[config.mk]
export PLATFORM = sky130hd
export DESIGN_NAME = stopwatch_counter
export DESIGN_NICKNAME = d
export VERILOG_FILES = /design/src/rtl/stopwatch_pkg.sv /design/src/rtl/sync_edge_detect.sv /design/src/rtl/stopwatch_counter.sv
export SDC_FILE = /design/constraint.sdc
export NUM_CORES = 1
export LEC_CHECK = 0
export CAP_MARGIN = 40
export CORE_MARGIN = 8
export CORE_UTILIZATION = 32
export CTS_CLUSTER_SIZE = 8
export DETAILED_ROUTE_END_ITERATION = 12
export GPL_TIMING_DRIVEN = 0
export PLACE_DENSITY_LB_ADDON = 0.05
export SLEW_MARGIN = 20
export SYNTH_ARGS = -nofsm -noshare
export SYNTH_HDL_FRONTEND = slang
export SYNTH_SLANG_ARGS = --single-unit
[constraint.sdc]
create_clock -name input_clock -period 2.65 [get_ports input_clock]
set_clock_uncertainty 0.15 [all_clocks]
set_input_delay 0.795 -clock input_clock [delete_from_list [all_inputs] [get_ports input_clock]]
set_output_delay 0.795 -clock input_clock [all_outputs]
set_load 0.03 [all_outputs]
[src/rtl/stopwatch_pkg.sv]
// Shared types and constants for the MM:SS stopwatch: FSM states,
// BCD digit type and per-digit wrap limits.
package stopwatch_pkg;

    typedef enum logic [1:0] {
        IDLE    = 2'd0,
        RUNNING = 2'd1,
        PAUSED  = 2'd2
    } sw_state_t;

    typedef logic [3:0] bcd_digit_t;

    localparam int unsigned ONES_MAX = 9;
    localparam int unsigned TENS_MAX = 5;

endpackage

[src/rtl/sync_edge_detect.sv]
// Brings an asynchronous level into the input_clock domain and emits a
// registered one-cycle pulse for every rising edge of that level.
module sync_edge_detect #(
    parameter int unsigned SYNC_STAGES = 2
) (
    input  logic input_clock,
    input  logic reset_n,
    input  logic async_in,
    output logic rise_pulse
);

    logic [SYNC_STAGES-1:0] r_sync;
    logic                   r_prev;
    logic                   r_rise;
    logic                   w_sync_out;

    assign w_sync_out = r_sync[SYNC_STAGES-1];

    always_ff @(posedge input_clock or negedge reset_n) begin
        if (!reset_n) begin
            r_sync <= '0;
            r_prev <= 1'b0;
            r_rise <= 1'b0;
        end else begin
            r_sync <= {r_sync[SYNC_STAGES-2:0], async_in};
            r_prev <= w_sync_out;
            r_rise <= w_sync_out & ~r_prev;
        end
    end

    assign rise_pulse = r_rise;

endmodule

[src/rtl/stopwatch_counter.sv]
// MM:SS stopwatch: start/pause/clear FSM plus a BCD counter advanced by
// synchronised rising edges of tick_clock while running.
module stopwatch_counter
    import stopwatch_pkg::*;
#(
    parameter int unsigned SYNC_STAGES = 2,
    parameter int unsigned DIGIT_WIDTH = 4
) (
    input  logic                   input_clock,
    input  logic                   reset_n,
    input  logic                   tick_clock,
    input  logic                   start_stop,
    input  logic                   clear,
    output logic [DIGIT_WIDTH-1:0] sec_ones,
    output logic [DIGIT_WIDTH-1:0] sec_tens,
    output logic [DIGIT_WIDTH-1:0] min_ones,
    output logic [DIGIT_WIDTH-1:0] min_tens,
    output logic                   running,
    output logic                   rollover
);

    localparam logic [DIGIT_WIDTH-1:0] LIM_ONES = DIGIT_WIDTH'(ONES_MAX);
    localparam logic [DIGIT_WIDTH-1:0] LIM_TENS = DIGIT_WIDTH'(TENS_MAX);
    localparam logic [DIGIT_WIDTH-1:0] ONE      = DIGIT_WIDTH'(1);

    sw_state_t              r_state;
    sw_state_t              w_state_nxt;
    logic [DIGIT_WIDTH-1:0] r_sec_ones, r_sec_tens, r_min_ones, r_min_tens;
    logic [DIGIT_WIDTH-1:0] w_so_nxt, w_st_nxt, w_mo_nxt, w_mt_nxt;
    logic                   r_running;
    logic                   r_rollover;
    logic                   w_tick;
    logic                   w_count_en;
    logic                   w_wrap;

    sync_edge_detect #(
        .SYNC_STAGES(SYNC_STAGES)
    ) u_sync_edge_detect (
        .input_clock(input_clock),
        .reset_n    (reset_n),
        .async_in   (tick_clock),
        .rise_pulse (w_tick)
    );

    // Count decision uses the registered state, so a start_stop in the same
    // cycle only affects which state follows, not whether this tick counts.
    assign w_count_en = w_tick && (r_state == RUNNING);

    always_comb begin
        w_state_nxt = r_state;
        if (clear) begin
            w_state_nxt = IDLE;
        end else if (start_stop) begin
            case (r_state)
                IDLE:    w_state_nxt = RUNNING;
                RUNNING: w_state_nxt = PAUSED;
                PAUSED:  w_state_nxt = RUNNING;
                default: w_state_nxt = IDLE;
            endcase
        end
    end

    always_comb begin
        w_so_nxt = r_sec_ones;
        w_st_nxt = r_sec_tens;
        w_mo_nxt = r_min_ones;
        w_mt_nxt = r_min_tens;
        w_wrap   = 1'b0;
        if (w_count_en) begin
            if (r_sec_ones >= LIM_ONES) begin
                w_so_nxt = '0;
                if (r_sec_tens >= LIM_TENS) begin
                    w_st_nxt = '0;
                    if (r_min_ones >= LIM_ONES) begin
                        w_mo_nxt = '0;
                        if (r_min_tens >= LIM_TENS) begin
                            w_mt_nxt = '0;
                            w_wrap   = 1'b1;
                        end else begin
                            w_mt_nxt = r_min_tens + ONE;
                        end
                    end else begin
                        w_mo_nxt = r_min_ones + ONE;
                    end
                end else begin
                    w_st_nxt = r_sec_tens + ONE;
                end
            end else begin
                w_so_nxt = r_sec_ones + ONE;
            end
        end
    end

    always_ff @(posedge input_clock or negedge reset_n) begin
        if (!reset_n) begin
            r_state    <= IDLE;
            r_sec_ones <= '0;
            r_sec_tens <= '0;
            r_min_ones <= '0;
            r_min_tens <= '0;
            r_running  <= 1'b0;
            r_rollover <= 1'b0;
        end else begin
            r_state   <= w_state_nxt;
            r_running <= (w_state_nxt == RUNNING);
            if (clear) begin
                r_sec_ones <= '0;
                r_sec_tens <= '0;
                r_min_ones <= '0;
                r_min_tens <= '0;
                r_rollover <= 1'b0;
            end else begin
                r_sec_ones <= w_so_nxt;
                r_sec_tens <= w_st_nxt;
                r_min_ones <= w_mo_nxt;
                r_min_tens <= w_mt_nxt;
                r_rollover <= w_wrap;
            end
        end
    end

    assign sec_ones = r_sec_ones;
    assign sec_tens = r_sec_tens;
    assign min_ones = r_min_ones;
    assign min_tens = r_min_tens;
    assign running  = r_running;
    assign rollover = r_rollover;

endmodule
==> qor.csv <==
metric,value,unit
outcome,finished clean,
max_stage_delay,660,ps
cts_made_buffers,3,
grt_pass1_wl,4.754,mm
fin_tns_setup,0,ps
drv_slew,0,
core-area,3943,µm²
wl,2.812,mm
dr.first_iter.drc_count,75,
rsz0062_at_grt,no,
start_util,32.62,%
fmax,407.9,MHz
grt_overflow,0,
grt_max_degree,25,
synth_edf_count,0,
cts_max_level,1,
avgSynthCellArea,10.81,µm²
cts_tree,built,
antenna_cells,0,
ios,23,
fin_nets,163,
synthCells,119,
dr.pass1.iters,4,
period_minus_slack,2452,ps
dpl.cell_count,191,
crit_path_max_fanout,10,
yosys_warnings,0,
io_buffers,22,
die_w,79.40,µm
path_cells,"clkdlybuf4s50_1, clkbuf_1, a211o_1, o211ai_2, a32o_1",
ant_nets,0,
finalCritPeriodShare,92.51,%
stdcell_count,195,
via_per_inst,5.031,
row_count,23,
fill_cells,382,
syn_nets,136,
crit_buf_inv,2,
wire_per_inst,14.42,µm
synth_cell_types,38,
yosysSeqAreaShare,46.69,%
die_area,6304,µm²
drcViolationCount,0,
endpoint_kind,flop,
synth_area,1286,µm²
power_leakage,0.6876,nW
drv_cap,0,
cp.required,2660,ps
synthArstFlopShare,100.0,%
grt_pass1_vias,997,
ys_ff_latch,24,
clkTransAtPathRegs,90,ps
setup_viol,0,
slew-limit-headroom,59.84,%
die_h,79.40,µm
powerDensity,621.7,nW/µm²
arrival,2460,ps
vias,981,
gp_congestion,0.7223,
worst_pin_slew,601.3,ps
synth_flop_cell,dfrtp_1,
antenna_found_initial,0,
finalHoldViolations,0,
area_growth,26.26,%
cts_max_path_buffers,2,
layout_commonest_cell,dfrtp_1,
track_usage,9.491,%
whs,205.9,ps
irDropWorstVdd,0.0002723,V
dp_hpwl,2.029,mm
drive_gt1_share,11.03,%
postCtsSetupRepairBufs,0,
critPathSlowestCell,clkdlybuf4s50_1,
clock-sinks,24,
most-common-layout-cells,"dfrtp_1, clkdlybuf4s50_1, ha_1",
clock_latency,270,ps
crit_family,buffers and inverters,
crit_type,in -> reg,
cts_root_buf,clkbuf_8,
holdCritPathClass,reg -> reg,
critPathLaunchType,primary input,
==> per-stage QoR <==
stage	area, µm²	setup WS (ps)	util [%]	power (mW)
CTS	1619	195.1	41.07	1.016
global route	1624	20.07	41.19	1.071
finish	1624	198.4	41.19	1.010
global placement	1569	-89.64	39.80	0.7589
detailed placement	1564	-78.86	39.67	0.7632
floorplan	1286	569.7	-	0.6438
==> logic make-up after synthesis <==
kind of cell	after synthesis	share of synthesized area [%]
compound gates	29	16.93
simple gates	36	16.44
buf+inv	12	3.599
flops	24	46.69
mux	5	3.988
xor+xnor	1	0.6811
fa+ha+maj	12	11.67
==> flip-flops by register name, indices dropped and copies added (netlist names) <==
signal / flops
min_ones: 4
min_tens: 4
sec_ones: 4
sec_tens: 4
r_state: 2
u_sync_edge_detect.r_sync: 2
rollover: 1
running: 1
u_sync_edge_detect.r_prev: 1
u_sync_edge_detect.rise_pulse: 1
==> power by group <==
| part | total [mW] | internal (mW) | switching (mW) |
|---|---|---|---|
| Clock | 0.252 | 0.133 | 0.119 |
| Sequential | 0.444 | 0.402 | 0.0420 |
| Combinational | 0.313 | 0.128 | 0.185 |
| Total | 1.01 | 0.663 | 0.346 |
==> cell usage after synthesis (3+ instances only) <==
master | count | area (µm²)
nand2_1 | 6 | 22.52
a21oi_1 | 7 | 35.03
nand4_1 | 5 | 31.28
nand2b_1 | 3 | 18.77
ha_1 | 12 | 150.1
nand3_1 | 4 | 20.02
dfrtp_1 | 24 | 600.6
nor2_1 | 5 | 18.77
inv_1 | 10 | 37.54
mux2i_1 | 4 | 40.04
o21ai_1 | 6 | 30.03
==> metal layers <==
| layer | part of all wire, % | up-vias | global-route usage (%) |
|---|---|---|---|
| met4 | 1.1 | 0 | 3.889 |
| met3 | 5.8 | 4 | 2.365 |
| met2 | 43 | 24 | 14.63 |
| met1 | 50 | 474 | 12.36 |
| li1 | - | 479 | - |
| met5 | 0 | - | 0 |
==> what timing repair did <==
| action | in CTS | in global routing |
|---|---|---|
| setup endpoints to repair | 0 | 1 |
| resized for setup | 0 | 1 |
| hold endpoints to repair | 0 | 0 |
| hold buffers | 0 | 0 |
==> final timing paths <==
check,from,end,slack [ps],cells after the start
max,clear,min_ones[2],200,5
min,u_sync_edge_detect.r_sync[0],u_sync_edge_detect.r_sync[1],210,0
max reg2reg,sec_tens[1],min_ones[3],510,6
min reg2reg,u_sync_edge_detect.r_sync[0],u_sync_edge_detect.r_sync[1],210,0
max in group asynchronous,reset_n,min_ones[3],1630,1
min in group asynchronous,reset_n,sec_ones[0],350,1
==> final cells by class <==
cell class                      count  area (µm²)  share of cell area, %
Inverter                           10       37.54                  2.311
Buffer                              2       8.758                 0.5393
Tap cell                           50       62.56                  3.852
Sequential cell                    24       600.6                  36.98
Multi-Input combinational cell     83       644.4                  39.68
Timing Repair Buffer               22       215.2                  13.25
Clock buffer                        4       55.05                  3.390
Note: power is estimated with default switching activity, not from simulation.
